**config.mk**
```make
export PLATFORM = sky130hd
export DESIGN_NAME = uart_tx
export DESIGN_NICKNAME = d
export VERILOG_FILES = /design/src/rtl/uart_pkg.sv /design/src/rtl/uart_tx_fifo.sv /design/src/rtl/uart_tx.sv
export SDC_FILE = /design/constraint.sdc
export NUM_CORES = 1
export LEC_CHECK = 0
export ABC_CLOCK_PERIOD_IN_PS = 3400
export CAP_MARGIN = 20
export CORE_MARGIN = 1.5
export CORE_UTILIZATION = 60
export DETAILED_ROUTE_END_ITERATION = 10
export MAX_ROUTING_LAYER = met4
export PLACE_DENSITY_LB_ADDON = 0.12
export REMOVE_ABC_BUFFERS = 1
export SKIP_CTS_REPAIR_TIMING = 1
export SYNTH_ARGS = -nofsm -noshare
export SYNTH_HDL_FRONTEND = slang
export SYNTH_SLANG_ARGS = --single-unit
```
**constraint.sdc**
```tcl
create_clock -name clk -period 3.4 [get_ports clk]
set_input_delay 0.68 -clock clk [delete_from_list [all_inputs] [get_ports clk]]
set_output_delay 0.68 -clock clk [all_outputs]
set_load 0.01 [all_outputs]
```
**src/rtl/uart_pkg.sv**
```systemverilog
// Shared UART definitions: line FSM states, default clocking and frame-length constants.
// Used by both uart_tx and uart_rx.
package uart_pkg;

    localparam int DEFAULT_CLK_FREQ  = 50_000_000;
    localparam int DEFAULT_BAUD_RATE = 9600;

    localparam int DATA_BITS         = 8;
    localparam int FRAME_BITS_BASE   = DATA_BITS + 2;
    localparam int FRAME_BITS_PARITY = DATA_BITS + 3;

    typedef enum logic [2:0] {
        IDLE   = 3'd0,
        START  = 3'd1,
        DATA   = 3'd2,
        PARITY = 3'd3,
        STOP   = 3'd4
    } uart_state_e;

    function automatic logic even_parity(input logic [DATA_BITS-1:0] d);
        return ^d;
    endfunction

endpackage

```
**src/rtl/uart_tx_fifo.sv**
```systemverilog
// Byte FIFO feeding the UART transmitter; DEPTH must be a power of two so the
// pointers wrap naturally.
module uart_tx_fifo #(
    parameter int DEPTH = 4
) (
    input  logic       clk,
    input  logic       reset_n,
    input  logic       i_push,
    input  logic [7:0] i_data,
    input  logic       i_pop,
    output logic [7:0] o_data,
    output logic       o_full,
    output logic       o_empty
);

    localparam int AW = $clog2(DEPTH);
    localparam logic [AW:0] DEPTH_C = (AW+1)'(DEPTH);

    logic [7:0]    r_mem [DEPTH];
    logic [AW-1:0] r_wr_ptr;
    logic [AW-1:0] r_rd_ptr;
    logic [AW:0]   r_count;
    logic          w_push;
    logic          w_pop;

    assign w_push  = i_push & ~o_full;
    assign w_pop   = i_pop & ~o_empty;
    assign o_full  = (r_count == DEPTH_C);
    assign o_empty = (r_count == '0);
    assign o_data  = r_mem[r_rd_ptr];

    always_ff @(posedge clk) begin
        if (w_push) begin
            r_mem[r_wr_ptr] <= i_data;
        end
    end

    always_ff @(posedge clk or negedge reset_n) begin
        if (!reset_n) begin
            r_wr_ptr <= '0;
            r_rd_ptr <= '0;
            r_count  <= '0;
        end else begin
            if (w_push) r_wr_ptr <= r_wr_ptr + 1'b1;
            if (w_pop)  r_rd_ptr <= r_rd_ptr + 1'b1;
            case ({w_push, w_pop})
                2'b10:   r_count <= r_count + 1'b1;
                2'b01:   r_count <= r_count - 1'b1;
                default: r_count <= r_count;
            endcase
        end
    end

endmodule

```
**src/rtl/uart_tx.sv**
```systemverilog
// Buffered UART transmitter, 8N1 frames; defining UART_TX_PARITY_EN adds an
// even-parity bit (8E1).
//
//   state  | meaning
//   IDLE   | line high, waiting for a byte in the FIFO
//   START  | start bit (low) for one bit period
//   DATA   | data bits, LSB first, one bit period each
//   PARITY | even parity bit (only with UART_TX_PARITY_EN)
//   STOP   | stop bit (high); chains straight into START if more bytes wait
module uart_tx
    import uart_pkg::*;
#(
    parameter int CLK_FREQ   = DEFAULT_CLK_FREQ,
    parameter int BAUD_RATE  = DEFAULT_BAUD_RATE,
    parameter int BIT_PERIOD = CLK_FREQ / BAUD_RATE,
    parameter int FIFO_DEPTH = 4
) (
    input  logic       clk,
    input  logic       reset_n,
    input  logic [7:0] data_in,
    input  logic       valid_in,
    output logic       ready_out,
    output logic       tx,
    output logic       busy
);

    localparam int CW = $clog2(BIT_PERIOD);
    localparam logic [CW-1:0] BAUD_LAST = CW'(BIT_PERIOD - 1);
    localparam logic [2:0]    LAST_BIT  = 3'(DATA_BITS - 1);

    uart_state_e   r_state, w_state_next;
    logic [7:0]    r_shift, w_shift_next;
    logic [2:0]    r_bit_idx, w_bit_idx_next;
    logic [CW-1:0] r_baud_cnt, w_baud_cnt_next;
    logic          r_tx, w_tx_next;
    logic          r_out_en;
    logic          w_baud_tick;
    logic          w_push, w_pop, w_full, w_empty;
    logic [7:0]    w_fifo_data;
`ifdef UART_TX_PARITY_EN
    logic          r_parity, w_parity_next;
`endif

    // ready is held low through reset and rises on the first edge after release
    assign ready_out   = r_out_en & ~w_full;
    assign w_push      = valid_in & ready_out;
    assign busy        = (r_state != IDLE) | ~w_empty;
    assign tx          = r_tx;
    assign w_baud_tick = (r_baud_cnt == BAUD_LAST);

    uart_tx_fifo #(.DEPTH(FIFO_DEPTH)) u_fifo (
        .clk     (clk),
        .reset_n (reset_n),
        .i_push  (w_push),
        .i_data  (data_in),
        .i_pop   (w_pop),
        .o_data  (w_fifo_data),
        .o_full  (w_full),
        .o_empty (w_empty)
    );

    // tx is registered from the next-state decision so it changes on the same
    // edge as the state, keeping the line one flop away from any input
    always_comb begin
        w_state_next    = r_state;
        w_shift_next    = r_shift;
        w_bit_idx_next  = r_bit_idx;
        w_tx_next       = r_tx;
        w_pop           = 1'b0;
        w_baud_cnt_next = (r_state == IDLE || w_baud_tick) ? '0 : r_baud_cnt + 1'b1;
`ifdef UART_TX_PARITY_EN
        w_parity_next   = r_parity;
`endif
        case (r_state)
            IDLE: begin
                if (!w_empty) begin
                    w_pop        = 1'b1;
                    w_shift_next = w_fifo_data;
`ifdef UART_TX_PARITY_EN
                    w_parity_next = even_parity(w_fifo_data);
`endif
                    w_state_next = START;
                    w_tx_next    = 1'b0;
                end
            end
            START: begin
                if (w_baud_tick) begin
                    w_state_next   = DATA;
                    w_bit_idx_next = '0;
                    w_tx_next      = r_shift[0];
                end
            end
            DATA: begin
                if (w_baud_tick) begin
                    if (r_bit_idx == LAST_BIT) begin
`ifdef UART_TX_PARITY_EN
                        w_state_next = PARITY;
                        w_tx_next    = r_parity;
`else
                        w_state_next = STOP;
                        w_tx_next    = 1'b1;
`endif
                    end else begin
                        w_bit_idx_next = r_bit_idx + 1'b1;
                        w_shift_next   = r_shift >> 1;
                        w_tx_next      = r_shift[1];
                    end
                end
            end
`ifdef UART_TX_PARITY_EN
            PARITY: begin
                if (w_baud_tick) begin
                    w_state_next = STOP;
                    w_tx_next    = 1'b1;
                end
            end
`endif
            STOP: begin
                if (w_baud_tick) begin
                    if (!w_empty) begin
                        w_pop        = 1'b1;
                        w_shift_next = w_fifo_data;
`ifdef UART_TX_PARITY_EN
                        w_parity_next = even_parity(w_fifo_data);
`endif
                        w_state_next = START;
                        w_tx_next    = 1'b0;
                    end else begin
                        w_state_next = IDLE;
                        w_tx_next    = 1'b1;
                    end
                end
            end
            default: begin
                w_state_next = IDLE;
                w_tx_next    = 1'b1;
            end
        endcase
    end

    always_ff @(posedge clk or negedge reset_n) begin
        if (!reset_n) begin
            r_state    <= IDLE;
            r_shift    <= '0;
            r_bit_idx  <= '0;
            r_baud_cnt <= '0;
            r_tx       <= 1'b1;
            r_out_en   <= 1'b0;
        end else begin
            r_state    <= w_state_next;
            r_shift    <= w_shift_next;
            r_bit_idx  <= w_bit_idx_next;
            r_baud_cnt <= w_baud_cnt_next;
            r_tx       <= w_tx_next;
            r_out_en   <= 1'b1;
        end
    end

`ifdef UART_TX_PARITY_EN
    always_ff @(posedge clk or negedge reset_n) begin
        if (!reset_n) r_parity <= 1'b0;
        else          r_parity <= w_parity_next;
    end
`endif

endmodule

```
==> qor.txt <==
Switching share of power: 24.7%
DRT iter0 DRCs: 170
Gpl congestion: 0.808
Post-synth EDFFs: 32
Top cells by count, synth: dfrtp_1, edfxtp_1, mux2_2, nor2_1, nand2_1
Logic pwr share: 11.2%
Worst Path Required: 3.65 ns
Final nets: 259
TritonCTS clock tree: done
Slew @ Worst Pin: 0.689 ns
Slew HR: 53.9%
Status: finished clean
Final setup margin: 0.669 ns
Initial antenna violation count: 0
Die H: 75.2 um
Worst Path Buf+Inv: 1
Clock Path Buffers: 2
Critical path startpoint category: register
Worst-path fanout max: 12
Met1 WL: 2370 um
Rows: 26
Sequential fraction of the synthesis area: 59.6%
Routed via count: 1772
WS Path Type: register to register
MaxCap Viol Count: 0
Met3 WL: 136 um
CTS H-tree depth: 3
Core ar.: 5070 um2
WL/cell: 16.4 um
Synth Cell Area: 3130 um2
Die area: 5650 um2
Diode count: 0
Final ANT Viol Nets: 0
Worst path arrival time: 2.98 ns
Distinct cells, synth: 46
CTS Sinks: 68
Clock slew at reported path FFs: 0.07 ns
CP top delay family: adder cells
Leak pwr: 1.34 nW
Num CTS Buffers: 9
DRC errors left: 0
Drt first pass iters: 4
Fillers: 352
Main synth FF type: dfrtp_1
Fmax: 366 MHz
Final Hold Violating Endpoints: 0
Largest net degree at the start of global routing: 37
Reg power frac: 54.0%
Synth warn: 0
Power per cell area: 516 nW/um2
CP endpoint kind: register
CP max-delay cell: fa_1
Detailed placement HPWL: 3570 um
IO Pins: 14
Total Routing Usage GR: 21.5%
Post-synthesis average cell area: 14.1 um2
Highest routed metal layer: met4
Final setup viols: 0
Vias per inst: 5.64
Critical path, cell by cell: ha_1 > nor4b_4 > nand3_2 > a21oi_2 > ha_1 > inv_1 > fa_1 > xor2_1 > nor2_1 > xor2_1
Multi-input gate area: 1190 um2
Type of the worst min-delay path: register to register
Int Pwr: 1.36 mW
RSZ-0062 raised after global routing: false
Port Buf Inserts: 13
Clock Power Share: 34.8%
Pre-CTS setup slack: 0.717 ns
Synth top area share: 30.7%
Largest area contributor in the netlist: edfxtp_1
Register area: 1860 um2
Final min period: 2.73 ns
Vias in the first global route: 1799
Final TNS setup: 0 ns
Top-count cell post-synth: dfrtp_1
First-pass GRT wire length: 8430 um
DIE WIDTH: 75.2 um
Met2 WL: 2570 um
Grt total ovfl: 0
Share of cells above drive strength 1: 20.5%
Layout Skew: 0.00910 ns
Final Cycle Share: 80.3%
Final Max Slew Viols: 0
Initial Util: 61.6%
Clock root buffer: clkbuf_8
Cells after Synth: 221
Drt total wl: 5140 um
Seq cells post-synth: 68
Slowest cell delay on critical path: 0.43 ns
Layout area overhead: 12.1%
Clock Latency Late Sink: 0.33 ns
Synth top area cells: edfxtp_1, dfrtp_1, mux2_2, mux4_2, ha_1
P_sw: 0.447 mW
Peak supply drop: 0.000398 V
Post-synth ARST share: 52.9%
==> power groups by stage <==
stage	registers [mW]	clock network [mW]	logic, mW
after CTS	0.977	0.642	0.206
after detailed placement	0.993	0	0.200
final	0.978	0.629	0.202
after global placement	0.987	0	0.179
after floorplan	0.982	0	0.129
after global routing	0.986	0.677	0.228
==> sequential cells by signal, indices dropped and copies added (netlist names) <==
signal and flops:
r_baud_cnt 13, r_bit_idx 3, r_out_en 1, r_shift 8, r_state 3, tx 1, u_fifo.r_count 3, u_fifo.r_mem 32
u_fifo.r_rd_ptr 2, u_fifo.r_wr_ptr 2
==> worst reg2reg max path, delay by kind of cell (launching register included) <==
family                     cells  cell delay [ns]
AOI/OAI and AO/OA              1             0.29
xor gates and xnor gates       2             0.32
adders and majority gates      3             0.88
buffers and inverters          1             0.07
DFF                            1             0.37
and+or+nand+nor                3             0.73
==> worst paths after layout <==
| kind | start | endpoint | slack, ns | cells past startpoint |
|---|---|---|---|---|
| max in group asynchronous | reset_n | tx | 2.28 | 2 |
| hold / removal | r_baud_cnt[0] | r_baud_cnt[0] | 0.46 | 1 |
| setup / recovery | r_baud_cnt[0] | u_fifo.r_count[2] | 0.67 | 10 |
| min in group asynchronous | reset_n | r_baud_cnt[3] | 0.76 | 2 |
| setup reg to reg | r_baud_cnt[0] | u_fifo.r_count[2] | 0.67 | 10 |
| hold reg to reg | r_baud_cnt[0] | r_baud_cnt[0] | 0.46 | 1 |
==> layer usage <==
| layer | global-route usage, % | up-vias |
|---|---|---|
| li1 | - | 847 |
| met1 | 27.2 | 892 |
| met2 | 33.9 | 25 |
| met3 | 5.62 | 8 |
| met4 | 7.74 | 0 |
| met5 | - | - |
==> cells in the final DEF (no fill, tap or decap), types with 2 or more instances in the layout <==
master,synthesis,layout
nand3_1,5,5
nor2_1,13,13
a22o_1,2,2
a31o_2,2,2
clkdlybuf4s50_1,0,13
nor4_1,2,2
clkinv_1,0,2
nand4_1,3,3
or4_1,2,2
clkbuf_8,0,9
ha_1,8,8
nand2_1,12,12
mux2_2,17,17
mux4_2,8,8
a21oi_1,5,5
edfxtp_1,32,32
nor3_1,3,3
nor2b_1,4,4
and2_1,4,4
and3_1,6,6
o21ai_0,2,2
xnor2_1,8,8
nor4b_4,2,2
xor2_1,7,7
dfrtp_1,35,35
clkinv_4,0,2
or3_1,3,3
inv_1,10,10
==> logic make-up (layout without fill, tap and decap cells) <==
family          count (synthesis)  after routing  share of synthesized area, %
flops                          68             68                          59.6
simple gates                   64             64                          12.2
mux                            27             27                          12.7
compound gates                 20             20                          4.92
buf+inv                        17             40                          2.44
xor+xnor                       15             15                          4.20
fa+ha+maj                       9              9                          3.84
other cells                     1              1                         0.120
==> per-stage QoR <==
| step | power [mW] | std cells | util [%] | area (um2) | hold slack (ns) |
|---|---|---|---|---|---|
| finish | 1.81 | 314 | 69.1 | 3500 | 0.462 |
| global route | 1.89 | 314 | 69.1 | 3500 | 0.504 |
| CTS | 1.83 | 314 | 69.1 | 3500 | 0.468 |
| detailed placement | 1.19 | 298 | 65.3 | 3310 | 0.459 |
| global placement | 1.17 | 298 | 65.3 | 3310 | 0.437 |
| floorplan | 1.11 | 214 | - | 3090 | 0.384 |
==> final cells by class <==
type / count / area share [%]
multi-input cells: 136 / 33.9
repair buffers: 14 / 3.93
inverters: 10 / 1.07
clock buffers: 9 / 3.53
clock inverters: 7 / 1.93
well taps: 70 / 2.50
flip-flops and latches: 68 / 53.2
(Power assumes the default switching activity.)
==> RTL edit (config.mk and constraints unchanged) <==
The package constant `DEFAULT_BAUD_RATE` goes from 9600 to 19200.
--- a/src/rtl/uart_pkg.sv
+++ b/src/rtl/uart_pkg.sv
@@ -5,3 +5,3 @@
     localparam int DEFAULT_CLK_FREQ  = 50_000_000;
-    localparam int DEFAULT_BAUD_RATE = 9600;
+    localparam int DEFAULT_BAUD_RATE = 19200;
 
Check against the original RTL: same outputs for any inputs over 10 cycles, from zero or initial values and one cycle with reset_n low; that may be too few to reach the edited logic, so the function may still have changed.
==> RTL edit against the original RTL <==
- sequential cell count fell by 1
- worst hold slack improved by 42 ps
- wire length is 1.7% higher
- synthesized area fell by 0.12%
- total power rose by 0.65%
- final area is 0.29% lower
- worst setup slack improved by 110 ps
- critical path type unchanged
- largest cell class unchanged
==> RTL edit: results (changes against the original RTL) <==
first-pass GRT wire length 8556 microns (was 8431 microns); Hold WS 504.5 ps (was 462.3 ps); top flop regs u_fifo.r_mem x32, r_baud_cnt x12, r_shift x8 (was u_fifo.r_mem x32, r_baud_cnt x13, r_shift x8); vias in the first global route 1823 (was 1799); fin nets 257 (was 259); Static Leak 1.387 nW (was 1.339 nW); gp weighted congestion 0.8273 (was 0.8079); CP arrival 2870 ps (was 2980 ps); top post-synthesis cells by area edfxtp_1 31%, dfrtp_1 27%, mux4_2 5.8% (was edfxtp_1 31%, dfrtp_1 28%, mux2_2 6.1%); worst vdd ir 0.4090 mV (was 0.3982 mV); Mapped Cells 219 (was 221); DP Area 0.003294 sq mm (was 0.003313 sq mm); share of layout cells above drive strength 1 0.2231 (was 0.2049); status completed (unchanged); Slew HR 0.5975 (was 0.5386); largest net degree at the start of global routing 36 (was 37); Adder-Cell Fraction of Synth Area 0.03846 (was 0.03842); mux contribution to synthesized area 0.1282 (was 0.1269); CP max FO 14 (was 12); Synth top cells by count 34 x dfrtp_1, 32 x edfxtp_1, 21 x nor2_1, 12 x mux2_2, 11 x inv_1 (was 35 x dfrtp_1, 32 x edfxtp_1, 17 x mux2_2, 13 x nor2_1, 12 x nand2_1); wire length per cell 16.77 microns (was 16.38 microns); register-to-register setup slack 780 ps (was 670 ps); post-synthesis sequential area ratio 0.5885 (was 0.5958); crit path time final 2617 ps (was 2731 ps); placed insts 296 (was 298); Yosys cell types 52 (was 46)
RTL edit: cell type report:
class	count	area (sq um)
Clock buffer	9	123.9
Timing Repair Buffer	14	137.6
Clock inverter	7	76.32
Tap cell	70	87.58
Inverter	11	41.29
Multi-Input combinational cell	134	1190
Fill cell	365	1580
Sequential cell	67	1838
RTL edit: power by group:
| part | internal, mW | switching [mW] |
|---|---|---|
| Sequential | 0.926 | 0.0384 |
| Combinational | 0.0888 | 0.114 |
| Clock | 0.342 | 0.312 |
| Total | 1.36 | 0.464 |
RTL edit: metal layers:
layer	vias to the layer above	track usage	routed length, microns
met5	-	-	0
met2	36	0.3392	2696
met4	0	0.08135	32
met3	4	0.06426	189
met1	872	0.2771	2314
li1	832	-	-
RTL edit: logic make-up after synthesis:
kind of cell               count (synthesis)
buffers and inverters                     18
DFF                                       67
other                                      1
and+or+nand+nor                           61
AOI/OAI and AO/OA                         21
adders and majority gates                  9
muxes                                     26
xor gates and xnor gates                  16
